**config.mk**
```make
export PLATFORM = sky130hd
export DESIGN_NAME = ov7670_frame_capture
export DESIGN_NICKNAME = d
export VERILOG_FILES = /design/src/rtl/ov7670_frame_capture.sv
export SDC_FILE = /design/constraint.sdc
export NUM_CORES = 1
export LEC_CHECK = 0
export BUFFER_PORTS_ARGS = -buffer_cell sky130_fd_sc_hd__buf_4
export CAP_MARGIN = 10
export CORE_AREA = 5 5 92 94
export CTS_CLUSTER_SIZE = 14
export DETAILED_ROUTE_END_ITERATION = 8
export DIE_AREA = 0 0 97 99
export GPL_ROUTABILITY_DRIVEN = 0
export PLACE_DENSITY_LB_ADDON = 0.3
export SETUP_SLACK_MARGIN = 0.3
export SYNTH_ARGS = -nofsm -noshare
export SYNTH_HDL_FRONTEND = slang
export SYNTH_SLANG_ARGS = --single-unit
```
**constraint.sdc**
```tcl
create_clock -name CLK -period 4.5 [get_ports CLK]
set_input_delay 0.225 -clock CLK [delete_from_list [all_inputs] [get_ports CLK]]
set_output_delay 0.225 -clock CLK [all_outputs]
set_load 0.02 [all_outputs]
```
**src/rtl/ov7670_frame_capture.sv**
```systemverilog
// OV7670 byte-pair capture: RGB565 -> RGB332 writes into a clipped frame buffer.
// Reports line/frame completion and unpaired-byte errors.
module ov7670_frame_capture #(
  parameter int SCREEN_WIDTH  = 176,
  parameter int SCREEN_HEIGHT = 144,
  parameter int ADDR_W        = 15
) (
  input  logic              CLK,
  input  logic              RESET,
  input  logic              CAM_VSYNC,
  input  logic              CAM_HREF,
  input  logic [7:0]        CAM_DATA,
  output logic              W_EN,
  output logic [ADDR_W-1:0] W_ADDR,
  output logic [7:0]        W_DATA,
  output logic              LINE_DONE,
  output logic              FRAME_DONE,
  output logic [7:0]        FRAME_LINES,
  output logic              ODD_BYTE_ERR
);

  localparam int XW = $clog2(SCREEN_WIDTH + 1);
  localparam int YW = $clog2(SCREEN_HEIGHT + 1);
  localparam logic [XW-1:0] X_LIM = XW'(SCREEN_WIDTH);
  localparam logic [YW-1:0] Y_LIM = YW'(SCREEN_HEIGHT);
  localparam logic [ADDR_W-1:0] STRIDE = ADDR_W'(SCREEN_WIDTH);

  typedef enum logic [2:0] {
    WAIT_VS,
    IN_VS,
    LINE_IDLE,
    BYTE_HI,
    BYTE_LO
  } state_t;

  state_t state, state_n;

  logic [XW-1:0]     x;
  logic [YW-1:0]     y;
  logic [ADDR_W-1:0] line_base;
  logic [7:0]        line_cnt;
  logic [7:0]        hi_byte;

  logic clear, latch_hi, pix, line_end, frame_end, odd;

  always_comb begin
    state_n   = state;
    clear     = 1'b0;
    latch_hi  = 1'b0;
    pix       = 1'b0;
    line_end  = 1'b0;
    frame_end = 1'b0;
    odd       = 1'b0;
    unique case (state)
      WAIT_VS: begin
        if (CAM_VSYNC) state_n = IN_VS;
      end
      IN_VS: begin
        if (!CAM_VSYNC) begin
          clear   = 1'b1;
          state_n = LINE_IDLE;
        end
      end
      LINE_IDLE: begin
        if (CAM_VSYNC) begin
          frame_end = 1'b1;
          state_n   = IN_VS;
        end else if (CAM_HREF) begin
          latch_hi = 1'b1;
          state_n  = BYTE_LO;
        end
      end
      BYTE_HI: begin
        if (CAM_VSYNC) begin
          frame_end = 1'b1;
          state_n   = IN_VS;
        end else if (CAM_HREF) begin
          latch_hi = 1'b1;
          state_n  = BYTE_LO;
        end else begin
          line_end = 1'b1;
          state_n  = LINE_IDLE;
        end
      end
      BYTE_LO: begin
        if (CAM_VSYNC) begin
          frame_end = 1'b1;
          state_n   = IN_VS;
        end else if (CAM_HREF) begin
          pix     = 1'b1;
          state_n = BYTE_HI;
        end else begin
          odd      = 1'b1;
          line_end = 1'b1;
          state_n  = LINE_IDLE;
        end
      end
      default: state_n = WAIT_VS;
    endcase
  end

  always_ff @(posedge CLK) begin
    if (RESET) begin
      state        <= WAIT_VS;
      x            <= '0;
      y            <= '0;
      line_base    <= '0;
      line_cnt     <= '0;
      hi_byte      <= '0;
      W_EN         <= 1'b0;
      W_ADDR       <= '0;
      W_DATA       <= '0;
      LINE_DONE    <= 1'b0;
      FRAME_DONE   <= 1'b0;
      FRAME_LINES  <= '0;
      ODD_BYTE_ERR <= 1'b0;
    end else begin
      state      <= state_n;
      W_EN       <= 1'b0;
      LINE_DONE  <= 1'b0;
      FRAME_DONE <= 1'b0;
      if (clear) begin
        x         <= '0;
        y         <= '0;
        line_base <= '0;
        line_cnt  <= '0;
      end
      if (latch_hi) hi_byte <= CAM_DATA;
      if (pix) begin
        if (x < X_LIM && y < Y_LIM) begin
          W_EN   <= 1'b1;
          W_ADDR <= line_base + ADDR_W'(x);
          W_DATA <= {hi_byte[7:5], hi_byte[2:0], CAM_DATA[4:3]};
        end
        if (x != X_LIM) x <= x + XW'(1);
      end
      if (line_end) begin
        LINE_DONE <= 1'b1;
        x         <= '0;
        // line_base stops advancing once y saturates, bounding W_ADDR
        if (y < Y_LIM) begin
          y         <= y + YW'(1);
          line_base <= line_base + STRIDE;
        end
        if (line_cnt != 8'hFF) line_cnt <= line_cnt + 8'd1;
      end
      if (odd) ODD_BYTE_ERR <= 1'b1;
      if (frame_end && line_cnt != 8'd0) begin
        FRAME_DONE  <= 1'b1;
        FRAME_LINES <= line_cnt;
      end
    end
  end

endmodule

```
==> results of run 1 <==
power by group:
part	switching (mW)	internal, mW
logic	0.0288	0.0138
registers	0.00284	0.736
clock network	0.257	0.303
state kept, by name (all words and copies together), names as in the netlist:
signal        flops
line_base        15
x                 8
W_DATA            8
ODD_BYTE_ERR      1
W_ADDR           15
hi_byte           6
LINE_DONE         1
line_cnt          8
y                 8
W_EN              1
state             3
FRAME_LINES       8
FRAME_DONE        1
layer usage:
layer,up-vias,wire length (µm),share of wire (%)
met3,10,470,5.1
met1,1709,4498,49
met2,85,4177,45
met4,0,108,1.2
li1,1800,-,-
met5,-,0,0
path summary, 6_finish.rpt:
kind              slack [ns]         from         end
hold reg to reg         0.46    W_ADDR[6]   W_ADDR[6]
setup / recovery        1.86     state[2]        y[4]
setup reg to reg        1.86     state[2]        y[4]
hold / removal           0.1  CAM_DATA[0]  hi_byte[0]
through the flow:
stage,worst slack (ns),hold WS (ns),power [mW],cells
2_1_floorplan,2.472,0.3610,0.7826,483
5_1_grt,1.551,0.1227,1.384,627
3_3_place_gp,1.788,0.4388,0.7974,611
3_5_place_dp,1.664,0.4450,0.7985,611
6_report,1.864,0.09846,1.342,627
4_1_cts,1.883,0.09180,1.353,627
Yosys cell counts, types with 3 or more instances:
| cell | n |
|---|---|
| dfxtp_1 | 83 |
| nand2_1 | 56 |
| a21oi_1 | 49 |
| nor2_1 | 46 |
| o21ai_0 | 38 |
| inv_1 | 18 |
| nand3_1 | 16 |
| nor3_1 | 16 |
| clkbuf_1 | 14 |
| ha_1 | 14 |
| and3_1 | 13 |
| mux2i_1 | 11 |
| o21a_1 | 8 |
| nand4_1 | 6 |
| nor2b_1 | 6 |
| xnor2_1 | 6 |
| a31oi_1 | 5 |
| buf_2 | 5 |
| o211ai_1 | 5 |
| or3_1 | 5 |
| xor2_1 | 5 |
| a211oi_1 | 4 |
| and2_1 | 4 |
| a21o_1 | 3 |
| o21bai_1 | 3 |
cells by family after synthesis:
family	after synthesis	synth area share, %
adder cells (fa/ha/maj)	15	4.819
AO/OA/AOI/OAI	139	22.31
XOR/XNOR	11	2.379
AND/OR/NAND/NOR	183	22.43
multiplexers	12	2.997
buffers and inverters	40	4.047
flip-flops	83	41.03
worst max-delay path: stages, from the launching register on:
cell,delay [ns]
dfxtp_1,0.49
and3b_1,0.26
o211ai_2,0.61
clkinv_1,0.65
o21a_1,0.26
o21ai_0,0.15
o41ai_1,0.09
layout make-up:
type                            instances  area, µm²
Fill cell                             662       2923
Multi-Input combinational cell        360       2225
Sequential cell                        83       1662
Timing Repair Buffer                   47      352.8
Clock buffer                           15      176.4
Tap cell                              102      127.6
Inverter                               19      71.32
Clock inverter                          1      30.03
==> metrics.md, run 1 <==
| Metric | Value |
|---|---|
| Status | `finished clean` |
| Gr usage total | `19.84%` |
| Post-DR wirelength/cell | `14.76 µm` |
| Postcts setup bufs | `0` |
| Fmax achieved | `379.4 MHz` |
| Post-CTS Resized | `0` |
| CP max FO | `18` |
| Final Max Slew Viols | `0` |
| Synth area leaders | `dfxtp_1 41%, a21oi_1 6.1%, nand2_1 5.2%, o21ai_0 4.7%, ha_1 4.3%` |
| Routed Wire Length | `9.253 mm` |
| Chip Height | `between 90 and 100 µm` |
| H-Tree Depth | `3` |
| Final hold vios | `0` |
| Synth Instances | `between 400 and 500` |
| IO Pins | `47` |
| Area of the die | `9603 µm²` |
| Synthesis-stage register bit count | `83` |
| CTS clk-pin slew, worst paths | `~0.08 ns` |
| Clock Tree Buf Depth | `2` |
| Ys flop type | `dfxtp_1` |
| Syn Std Cell Area | `4050 µm²` |
| Layout cells sized above 1 | `13.90%` |
| Die Wd | `roughly 97 µm` |
| Clock sink count | `83` |
| DRT antenna net count | `0` |
| Register area share after synthesis | `41.03%` |
| R2r worst-path depth | `6` |
| Hpwl dp | `~6.4 mm` |
| Met2 Track Usage GR | `31.79%` |
| Initial core utilization | `between 50 and 60%` |
| PD cells | `288.9 nW/µm²` |
| Clock Root Buffer | `clkbuf_8` |
| Top Usage Layer GRT | `met2` |
| Final #Nets | `~550` |
| CTS tree | `built` |
| Most frequent cells in the layout | `83 x dfxtp_1, 56 x nand2_1, 49 x a21oi_1` |
| Leak Pwr | `1.899 nW` |
| First-pass GRT wire length | `16.08 mm` |
| Vias | `3604` |
| N_diodes | `0` |
| Antenna violations before repair | `0` |
| CP Class | `reg -> reg` |
| Core ar. | `between 7000 and 8000 µm²` |
| Clock latency on the worst-skew pair | `0.36 ns` |
| Worst hold path class | `in -> reg` |
| Yosys top cell area share | `41.03%` |
| Rel. slew slack | `31.07%` |
| Fin area | `4644 µm²` |
| Final core occ | `61.38%` |
| PortBufs | `46` |
| Synth cell types | `60` |
| Hold depth | `3` |
| Period utilization | `roughly three fifths` |
| Largest net degree at the start of global routing | `45` |
| Mean number of vias per cell | `5.748` |
| Min Tclk post-route | `2.636 ns` |
| Post-synthesis net count | `~500` |
| Worst Tran Pin Value | `1.028 ns` |
| Sum Neg Setup Slack | `0 ns` |
| Hold_buf cts | `0` |
| Avg Cell Area, Syn | `8.385 µm²` |
| Maxcap violations | `0` |
| Placed cell area | `between 4000 and 5000 µm²` |
| Critical Path End Type | `register` |
| Synth async-reset ratio | `0%` |
| Residual DRC | `0` |
| CTS Buf Count | `9` |
| Detailed Route Iter0 Violations | `190` |
| Area growth syn-to-layout | `14.67%` |
| Dominant cell type by area after synthesis | `dfxtp_1` |
| GR Layer Usage met1 | `26.51%` |
| Routing usage on met3 | `3.751%` |
| Commonest non-fill, non-tap cell in the layout | `dfxtp_1` |
| Site row count | `32` |
| Finish-stage setup viols | `0` |
| Layout Skew | `0.008980 ns` |
| Grt ovf | `0` |
| Vias in the first global route | `around 3500` |
| Peak supply drop | `0.1705 mV` |
| Arr. time, crit path | `2.86 ns` |
| Critical path data required time | `between 4 and 5 ns` |
| Crit start category | `register` |
| First-pass DRT Iterations | `4` |
| Post-synth EDFFs | `0` |
| Yosys warns | `0` |
| RSZ-0062 raised after global routing | `no` |
Note: power is estimated with default switching activity, not from simulation.
==> run 2: changes to the inputs <==
--- a/config.mk
+++ b/config.mk
@@ -7,10 +7,10 @@
 export LEC_CHECK = 0
 export BUFFER_PORTS_ARGS = -buffer_cell sky130_fd_sc_hd__buf_4
 export CAP_MARGIN = 10
-export CORE_AREA = 5 5 92 94
+export CORE_AREA = 5 5 95 97
 export CTS_CLUSTER_SIZE = 14
 export DETAILED_ROUTE_END_ITERATION = 8
-export DIE_AREA = 0 0 97 99
+export DIE_AREA = 0 0 100 102
 export GPL_ROUTABILITY_DRIVEN = 0
 export PLACE_DENSITY_LB_ADDON = 0.3
 export SETUP_SLACK_MARGIN = 0.3
==> constraint.sdc (replaced) <==
create_clock -name CLK -period 2.3 [get_ports CLK]
set_input_delay 0.115 -clock CLK [delete_from_list [all_inputs] [get_ports CLK]]
set_output_delay 0.115 -clock CLK [all_outputs]
set_load 0.02 [all_outputs]
==> run 2 against run 1 <==
  * Die area rose by 6.2%
  * Clock skew rose by 0.0021 ns
  * Utilization rose by 0.18 points
  * Critical path depth rose by 2
  * Combinational power rose by 130%
  * Clock power rose by 96%
==> metrics.md, run 2 (same netlist as run 1, synthesis figures left out) <==
| Metric | Value |
|---|---|
| DRT antenna net count | `0 (unchanged)` |
| N_diodes | `0 (unchanged)` |
| Final core occ | `61.55% (+0.18 points)` |
| Clock latency on the worst-skew pair | `0.35 ns (about the same)` |
| Place WS | `0.1333 ns (-1.530 ns)` |
| Final #Nets | `573 (+4.8%)` |
| Peak supply drop | `0.3432 mV (+100%)` |
| Critical path data required time | `2.53 ns (-2.19 ns)` |
| Post-DR wirelength/cell | `15.25 µm (+3.3%)` |
| Worst hold path class | `in -> reg` |
| WHS | `0.01211 ns (-0.08635 ns)` |
| Hpwl dp | `6.856 mm (+6.8%)` |
| Vias in the first global route | `3607 (+3.5%)` |
| Period utilization | `85.62% (+27 points)` |
| Min Tclk post-route | `1.969 ns (-0.6665 ns)` |
| Routed Wire Length | `10.00 mm (+8.1%)` |
| IO Pins | `47 (unchanged)` |
| R2r worst-path depth | `8 (+2)` |
| Worst setup margin | `0.3307 ns (-1.534 ns)` |
| Hold depth | `3 (unchanged)` |
| RSZ-0062 raised after global routing | `yes` |
| Largest registers | `W_ADDR (15), line_base (15)` |
| Clock sink count | `83 (unchanged)` |
| Arr. time, crit path | `2.20 ns (-0.66 ns)` |
| FF-to-FF setup slack | `0.33 ns (-1.53 ns)` |
| Fin area | `4956 µm² (+6.7%)` |
| First-pass DRT Iterations | `4 (unchanged)` |
| RR Startpoint | `line_base[0]` |
| First-pass GRT wire length | `16.53 mm (+2.7%)` |
| Core ar. | `8051 µm² (+6.4%)` |
| Status | `finished clean` |
| Area growth syn-to-layout | `22.37%` |
| Residual DRC | `0 (unchanged)` |
| Final Max Slew Viols | `0 (unchanged)` |
| Crit start category | `register` |
| Antenna violations before repair | `0 (unchanged)` |
| Grt ovf | `0 (unchanged)` |
| Fillers | `730 (+10%)` |
| Hold Path End | `hi_byte[7]` |
| PortBufs | `46 (unchanged)` |
| Rel. slew slack | `58.98% (+28 points)` |
| Clock Tree Buf Depth | `2 (unchanged)` |
| Clock Root Buffer | `clkbuf_8` |
| Gr usage total | `19.79% (-0.049 points)` |
| Commonest non-fill, non-tap cell in the layout | `dfxtp_1` |
| Mean number of vias per cell | `5.744 (about the same)` |
| Area of the die | `10200 µm² (+6.2%)` |
| Die Wd | `100 µm (+3.1%)` |
| Detailed Route Iter0 Violations | `145 (-24%)` |
| Multi-input logic area | `2303 µm² (+3.5%)` |
| Hold path start | `CAM_DATA[7]` |
| Finish-stage setup viols | `0 (unchanged)` |
| CP Class | `reg -> reg` |
| Leak Pwr | `2.051 nW (+8.0%)` |
| Final hold vios | `0 (unchanged)` |
| CTS Buf Count | `9 (unchanged)` |
| Maxcap violations | `0 (unchanged)` |
| Layout cells sized above 1 | `21.78% (+7.9 points)` |
| CTS clk-pin slew, worst paths | `0.09 ns (about the same)` |
| H-Tree Depth | `3 (unchanged)` |
| CP max FO | `7 (-11)` |
| Layout Skew | `0.01107 ns (+0.002088 ns)` |
| Vias | `3768 (+4.6%)` |
| Placed cell area | `4508 µm² (+1.6%)` |
| Fmax achieved | `507.8 MHz (+34%)` |
| Register area | `1674 µm² (+0.75%)` |
| CTS tree | `built` |
| Largest net degree at the start of global routing | `44 (-2.2%)` |
| Initial core utilization | `50.30% (-3.2 points)` |
| Reg2reg end | `W_ADDR[12]` |
| Site row count | `33 (+3.1%)` |
| Worst Tran Pin Value | `0.6089 ns (-0.4194 ns)` |
| Most frequent cells in the layout | `75 x dfxtp_1, 68 x buf_4, 56 x nand2_1` |
| PD cells | `532.3 nW/µm² (+84%)` |
| Chip Height | `102 µm (+3.0%)` |
| Sum Neg Setup Slack | `0 ns (unchanged)` |
| Critical Path End Type | `register` |
[run 2: cell types whose count changed in the layout (fill, tap and decap cells not counted), sizes merged]
cell and change:
dlygate4sd3 +4, clkinv +1, clkinvlp +3, clkbuf -4, buf +22
[run 2: worst max-delay path by stage]
| stage | start | end | slack, ns |
|---|---|---|---|
| 3_3_place_gp | x[0] | W_ADDR[12] | 0.19 |
| 5_1_grt | line_base[0] | W_ADDR[12] | 0.23 |
| 4_1_cts | x[0] | W_ADDR[8] | 0.29 |
| 3_5_place_dp | x[0] | W_ADDR[12] | 0.13 |
| 6_report | line_base[0] | W_ADDR[12] | 0.33 |
| 2_1_floorplan | x[0] | W_ADDR[12] | 0.32 |
[run 2: through the flow]
stage | power, mW | instances
CTS | 2.653 | 646
global route | 2.730 | 656
floorplan | 1.531 | 483
global placement | 1.565 | 622
finish | 2.638 | 656
detailed placement | 1.568 | 622
[run 2: layout make-up]
type	count	share of cell area [%]
multi-input combinational	360	46.48
clock inverter	5	1.237
clock buffer	11	3.055
timing repair buffer	73	11.34
sequential	83	33.78
tap	105	2.651
inverter	19	1.464
[run 2: routing by layer]
layer,share of wire [%],global-route usage [%]
met1,45,25.00
met3,5.6,3.481
met2,48,33.71
met5,0,0
met4,1.5,7.979
[run 2: worst max-delay path, stage by stage (launching register included)]
cell      delay [ns]
dfxtp_2         0.36
ha_4            0.14
inv_2           0.03
fa_2            0.34
nor2b_2         0.14
o2111a_1        0.26
o211a_4         0.22
o21ai_0         0.09
a211o_1         0.27
[run 2: repair_timing]
| action | in CTS | in global routing |
|---|---|---|
| endpoints found under the hold margin | 4 | 0 |
| buffers inserted | 4 | 10 |
| hold buffers | 4 | 0 |
| pin swaps | 2 | 11 |
| setup endpoints to repair | 11 | 18 |
| gates resized for setup | 8 | 18 |
[run 2: power by group]
group | leakage (nW) | switching, mW | internal [mW]
logic | 1.28 | 0.0610 | 0.0358
clock network | 0.0978 | 0.535 | 0.563
registers | 0.673 | 0.00586 | 1.44
total | 2.05 | 0.602 | 2.04
